$ cat config.mk
export PLATFORM = sky130hd
export DESIGN_NAME = p2_hazard_ctrl
export DESIGN_NICKNAME = d
export VERILOG_FILES = /design/src/rtl/p2_hazard_ctrl.sv
export SDC_FILE = /design/constraint.sdc
export NUM_CORES = 1
export LEC_CHECK = 0
export CAP_MARGIN = 20
export CORE_ASPECT_RATIO = 1.25
export CORE_MARGIN = 4
export CORE_UTILIZATION = 40
export CTS_CLUSTER_DIAMETER = 100
export DETAILED_ROUTE_END_ITERATION = 6
export PLACE_DENSITY = 0.72
export SETUP_SLACK_MARGIN = 0.02
export SLEW_MARGIN = 20
export SYNTH_ARGS = -nofsm -noshare
export SYNTH_HDL_FRONTEND = slang
export SYNTH_SLANG_ARGS = --single-unit
$ cat constraint.sdc
create_clock -name clock -period 3.08 [get_ports clock]
set_clock_uncertainty 0.15 [all_clocks]
set_input_delay 0.77 -clock clock [delete_from_list [all_inputs] [get_ports clock]]
set_output_delay 0.77 -clock clock [all_outputs]
set_load 0.03 [all_outputs]
$ cat src/rtl/p2_hazard_ctrl.sv
// Hazard controller: RAW scoreboard, multi-cycle EX hold and branch flush for the IF/ID, ID/EX and PC controls.
// Optional build macro HAZ_FWD_EN: with forwarding, only a load in EX can stall the consumer in decode.
module p2_hazard_ctrl #(
   parameter int DEPTH     = 3,
   parameter int MC_CYCLES = 4
) (
   input  logic       clock,
   input  logic       reset,
   input  logic       id_valid,
   input  logic [4:0] id_rs1,
   input  logic [4:0] id_rs2,
   input  logic       id_uses_rs1,
   input  logic       id_uses_rs2,
   input  logic [4:0] id_rd,
   input  logic       id_writes_rd,
   input  logic       id_is_load,
   input  logic       id_multicycle,
   input  logic       ex_branch_taken,
   output logic       pc_stall,
   output logic       ifid_stall,
   output logic       ifid_flush,
   output logic       idex_stall,
   output logic       idex_flush,
   output logic       ex_busy
);

   localparam logic [3:0] MC_LOAD = 4'(MC_CYCLES - 1);

   logic [DEPTH-1:0]      sb_v_reg;
   logic [DEPTH-1:0]      sb_v_next;
   logic [DEPTH-1:0][4:0] sb_rd_reg;
   logic [DEPTH-1:0][4:0] sb_rd_next;
   logic [DEPTH-1:0]      sb_ld_reg;
   logic [DEPTH-1:0]      sb_ld_next;
   logic [3:0]            mc_cnt_reg;
   logic [3:0]            mc_cnt_next;
   logic                  busy;
   logic                  match_rs1;
   logic                  match_rs2;
   logic                  raw;
   logic                  issue;
   logic                  sb_unused;

   genvar gi;

   assign busy = (mc_cnt_reg != 4'd0);

`ifdef HAZ_FWD_EN
   // Everything except a load still in EX is covered by the bypass network.
   assign match_rs1 = (id_rs1 != 5'd0) && sb_v_reg[0] && sb_ld_reg[0] && (sb_rd_reg[0] == id_rs1);
   assign match_rs2 = (id_rs2 != 5'd0) && sb_v_reg[0] && sb_ld_reg[0] && (sb_rd_reg[0] == id_rs2);
`else
   logic [DEPTH-1:0] hit_rs1;
   logic [DEPTH-1:0] hit_rs2;

   for (gi = 0; gi < DEPTH; gi++) begin : g_match
      assign hit_rs1[gi] = sb_v_reg[gi] && (sb_rd_reg[gi] == id_rs1);
      assign hit_rs2[gi] = sb_v_reg[gi] && (sb_rd_reg[gi] == id_rs2);
   end

   assign match_rs1 = (id_rs1 != 5'd0) && (|hit_rs1);
   assign match_rs2 = (id_rs2 != 5'd0) && (|hit_rs2);
`endif

   assign raw   = id_valid && ((id_uses_rs1 && match_rs1) || (id_uses_rs2 && match_rs2));
   assign issue = id_valid && !ex_branch_taken && !busy && !raw;

   // While busy the op parks in EX; a bubble enters MEM behind it.
   assign sb_v_next[0]  = busy ? sb_v_reg[0]  : (issue && id_writes_rd && (id_rd != 5'd0));
   assign sb_rd_next[0] = busy ? sb_rd_reg[0] : (issue ? id_rd : 5'd0);
   assign sb_ld_next[0] = busy ? sb_ld_reg[0] : (issue && id_is_load);

   for (gi = 1; gi < DEPTH; gi++) begin : g_shift
      assign sb_v_next[gi]  = (busy && gi == 1) ? 1'b0 : sb_v_reg[gi-1];
      assign sb_rd_next[gi] = (busy && gi == 1) ? 5'd0 : sb_rd_reg[gi-1];
      assign sb_ld_next[gi] = (busy && gi == 1) ? 1'b0 : sb_ld_reg[gi-1];
   end

   // The oldest entry only retires; its fields feed nothing downstream.
   assign sb_unused = ^{sb_v_reg[DEPTH-1], sb_rd_reg[DEPTH-1], sb_ld_reg[DEPTH-1]};

   always_comb begin
      mc_cnt_next = mc_cnt_reg;
      if (issue && id_multicycle) begin
         mc_cnt_next = MC_LOAD;
      end else if (busy) begin
         mc_cnt_next = mc_cnt_reg - 4'd1;
      end
   end

   always_ff @(posedge clock or negedge reset) begin
      if (!reset) begin
         sb_v_reg   <= '0;
         sb_rd_reg  <= '0;
         sb_ld_reg  <= '0;
         mc_cnt_reg <= 4'd0;
      end else begin
         sb_v_reg   <= sb_v_next;
         sb_rd_reg  <= sb_rd_next;
         sb_ld_reg  <= sb_ld_next;
         mc_cnt_reg <= mc_cnt_next;
      end
   end

   // A branch out of a busy EX cannot happen, so busy outranks it.
   always_comb begin
      pc_stall   = 1'b0;
      ifid_stall = 1'b0;
      ifid_flush = 1'b0;
      idex_stall = 1'b0;
      idex_flush = 1'b0;
      if (!reset) begin
         ifid_flush = 1'b1;
         idex_flush = 1'b1;
      end else if (ex_branch_taken && !busy) begin
         ifid_flush = 1'b1;
         idex_flush = 1'b1;
      end else if (busy) begin
         pc_stall   = 1'b1;
         ifid_stall = 1'b1;
         idex_stall = 1'b1;
      end else if (raw) begin
         pc_stall   = 1'b1;
         ifid_stall = 1'b1;
         idex_flush = 1'b1;
      end
   end

   assign ex_busy = reset && busy;

endmodule

# == Yosys cells after proc, flatten, opt, wreduce, memory -nomap -nowiden ==
# Index checks and enable logic that the tools add are counted.
# classes
addsub,1
n_eq_ne,6
mux,17
reduce_logical,30
# op_table
cell,n
$eq A5 B5 Y1,6
$logic_and A1 B1 Y1,19
$reduce_bool A5 Y1,3
$mux W1,13
$mux W5,2
$mux W4,2
$reduce_or A3 Y1,2
$reduce_bool A4 Y1,1
$sub A4 B1 Y4 const B,1
$logic_not A1 Y1,3
$reduce_bool A2 Y1,1
$logic_or A1 B1 Y1,1
# word_totals
register_bits,22
inputBits,24
output_inout_bits,6
word_cells,60

# == Logic depth before layout (Yosys ltp) ==
# logic_depth
depth_word,11
ltp_mapped,9
mapped_depth_nobuf,7

# == Worst setup path after synthesis ==
# Ideal clock, no wire load.
# synth_path
kind,flip-flop to output port
from,reg mc_cnt_reg[0]
to,out pc_stall
arrival_ns,2.398
required_time_ns,2.160
path_slack_ns,-0.238
stages_incl_launch_ff,10
n_path_buf,2
path_cell_list,dfrtp_1 -> inv_1 -> ha_1 -> nor3b_1 -> clkbuf_1 -> nand2_1 -> nand2_1 -> nor2_1 -> a41o_1 -> buf_4
# synth_between
elab_chain_cells,5
word_cells_on_any_way,6
classes_between,mux: 3; reduce/logical: 3
# synth_lines
element,line,source
start: declaration,35,logic [3:0] mc_cnt_reg;
start signal: assignment,101,mc_cnt_reg <= mc_cnt_next;
$reduce_bool A4 Y1 *,46,assign busy = (mc_cnt_reg != 4'd0);
$logic_not A1 Y1,115,end else if (ex_branch_taken && !busy) begin
$logic_and A1 B1 Y1,115,
$mux W1 * (2 in series),n/a,
end: declaration,19,"output logic pc_stall,"
# Every way passes the cells marked *; elsewhere a longest branch is shown, timed or not.

# == Final worst setup path ==
# layout_path
from,in id_rs2[2]
to,out pc_stall
# layout_between
elab_chain_cells,11
word_cells_on_any_way,16
classes_between,eq/ne: 3; mux: 4; reduce/logical: 9
# layout_lines
element,line,source
start: declaration,11,"input logic [4:0] id_rs2,"
$eq A5 B5 Y1,58,assign hit_rs2[gi] = sb_v_reg[gi] && (sb_rd_reg[gi] == id_rs2);
$logic_and A1 B1 Y1,58,
$reduce_or A3 Y1,62,assign match_rs2 = (id_rs2 != 5'd0) && (|hit_rs2);
$logic_and A1 B1 Y1 *,62,
$logic_and A1 B1 Y1 *,65,assign raw = id_valid && ((id_uses_rs1 && match_rs1) || (id_uses_rs2 && match_rs2));
$logic_or A1 B1 Y1 *,65,
$logic_and A1 B1 Y1 *,65,
$mux W1 *,122,end else if (raw) begin
$mux W1 *,118,end else if (busy) begin
$mux W1 *,115,
$mux W1 *,112,if (!reset) begin
# Marks and branches as above.

==> metrics.cfg <==
[global_routing]
grt_pass1_vias=1199
grt_max_degree=23
grt_antenna_before_repair=0
overflow=0
grt_pass1_wl_mm=5.11
grt_use_total_pct=16.2

[clocking]
path_clk_slew_ps=110
cts_tree=built
h-tree-depth=1
cts_sinks=22
ctsHoldBuffers=0
clk_latency_ps=300
cts-buffers-inserted=3
cts-root-buf=clkbuf_4
cts.path.max_buffers=2

[sta]
period_share_pct=103
setup-violations-final=3
slew_violations=0
tightest_slew_ps=457
rsz0062_at_grt=yes
fin_crit_ps=3160
max_freq_mhz=316
slew_headroom_pct=69.5
fin_ws_ps=-80.8
hold_viol_final=0

[floorplanning]
die_w_um=57.6
core_sq_um=2950
std_cell_rows=22
io_pins=30
die_area_sq_um=4030
initial_core_util_pct=41.8
fp.dieH_um=70.0

[routing]
ant_nets=0
vias=1077
drt_first_pass_iters=4
vias_per_cell=5.36
drtIter0Drc=24
drt-total-wl_mm=3.10
wl_per_cell_um=15.4
drc_errors=0

[logic_synthesis]
ys_async_sr_fraction_pct=100
netlist_top_cells_count=xor2_1, dfrtp_1, nand3_1
synth_top_area_share_pct=44.8
synth_fa_ha_area_share_pct=1.02
yosysWarnings=0
synth_flop_cell=dfrtp_1
ys_types=28
synth_top_area_cell=dfrtp_1
avgSynthCellArea_sq_um=9.76
syn-cell-area_sq_um=1230
yosysMostFrequentCell=xor2_1
synth_area_leaders=dfrtp_1, xor2_1, nand3_1
synth-xor-area-share_pct=22.1
synth_edf_count=0
synth_cells=126
syn_nets=151
synth_compound_area_share_pct=8.75
seq_area_frac_synth_pct=44.8
synth_top_family_by_area=XOR/XNOR gates
ys_seq_elements=22
synth-simple-area-share_pct=20.0
synthMuxAreaShare_pct=0

[outcome]
status=complete, but fails checks
violations=setup timing

[layout]
largest_register_ffs=10
drive_above_1_share_pct=26.1
final_cells=201
area_delta_synth_final_pct=40.0
final_util_pct=58.5
final_nets=191
diodes=0

[hold_path]
hold_path_class=reg2reg

[worst_setup_path]
cp.required_ps=2160
critPathKind=in2out
cp-end-kind=output pin
crit_arrival_ps=2240
cp-start-kind=input port
path_max_fanout=4

[placement]
hpwlAfterDp_mm=2.50
numPortBuffers=28
dp_cells=195
gp_congestion=0.895

[power]
p_total_w=0.00115
leakagePower_nw=0.796
power_density_nw_per_um2=666
ir_drop_uv=463

[run]
drv_cap=0

[worst paths after layout]
path	from	to	slack, ps	cells past startpoint
max	id_rs2[2]	pc_stall	-80	7
min	sb_v_reg[1]	sb_v_reg[2]	290	0
max reg2reg	sb_rd_reg[2]	mc_cnt_reg[0]	1040	8
min reg2reg	sb_v_reg[1]	sb_v_reg[2]	290	0
max in group asynchronous	reset	sb_rd_next[10]	1720	2
min in group asynchronous	reset	sb_rd_next[11]	860	2
[cell families (layout without fill, tap and decap cells)]
logic type      Yosys count  after routing
xor+xnor                 31             31
fa+ha+maj                 1              1
buf+inv                   8             47
compound gates           18             18
flops                    22             22
simple gates             46             46
[power by group]
group / switching (W) / leakage (nW) / internal [W]
sequential: 0.0000856 / 0.297 / 0.000366
combinational: 0.000263 / 0.471 / 0.000217
clock: 0.0000822 / 0.0279 / 0.000131
total: 0.000431 / 0.796 / 0.000715
[stage by stage]
stage / area, sq um / hold slack [ps] / TNS, ps / setup slack, ps
floorplan: 1250 / 223 / -24.9 / -24.9
finish: 1720 / 288 / -217 / -80.8
CTS: 1690 / 280 / -259 / -94.8
detailed placement: 1600 / 253 / -1950 / -664
global placement: 1600 / 249 / -1680 / -559
global route: 1720 / 308 / -287 / -106
[cells in the final DEF (no fill, tap or decap)]
master / count
a21o_1: 1
a21oi_1: 1
a31o_1: 1
a31oi_1: 2
a41o_4: 1
and2_1: 6
buf_2: 4
buf_4: 14
buf_6: 6
buf_8: 2
bufinv_16: 1
clkbuf_2: 1
clkbuf_4: 3
clkdlybuf4s15_2: 1
clkdlybuf4s50_1: 12
dfrtp_1: 22
ha_1: 1
inv_1: 3
nand2_1: 7
nand2_2: 1
nand3_1: 15
nand3b_1: 1
nor2_1: 3
nor2b_1: 1
nor3_1: 1
nor3b_2: 1
nor4_1: 2
nor4_2: 4
o2111ai_1: 1
o21ai_0: 9
o21ai_1: 1
o21ai_2: 1
or2_4: 1
or4_1: 3
xnor2_1: 7
xor2_1: 22
xor2_2: 2
[layer usage]
layer  vias to the layer above  track usage (%)  wire, um
li1                        516                -         -
met1                       514             16.3      1120
met2                        39             31.0      1680
met3                         8             3.33       208
met4                         0             6.70        87
met5                         -                0         0
[critical path, cell delays in order]
cell	delay [ps]
buf_4	140
or4_1	490
o21ai_1	150
a31oi_1	60
or2_4	270
a41o_4	220
buf_6	140
[area by class of cell]
| cell class | instances | area, sq um |
|---|---|---|
| clock buffers | 3 | 22.5 |
| clock inverters | 1 | 30.0 |
| fillers | 269 | 1220 |
| inverters | 3 | 11.3 |
| multi-input cells | 96 | 703 |
| flip-flops and latches | 22 | 551 |
| well taps | 36 | 45.0 |
| repair buffers | 40 | 359 |
[timing repair]
action | CTS | global route
setup buffers | 2 | 0
pin swaps | 16 | 10
gates resized for setup | 50 | 11
endpoints found under the setup margin | 3 | 3
Note: power is estimated with default switching activity, not from simulation.
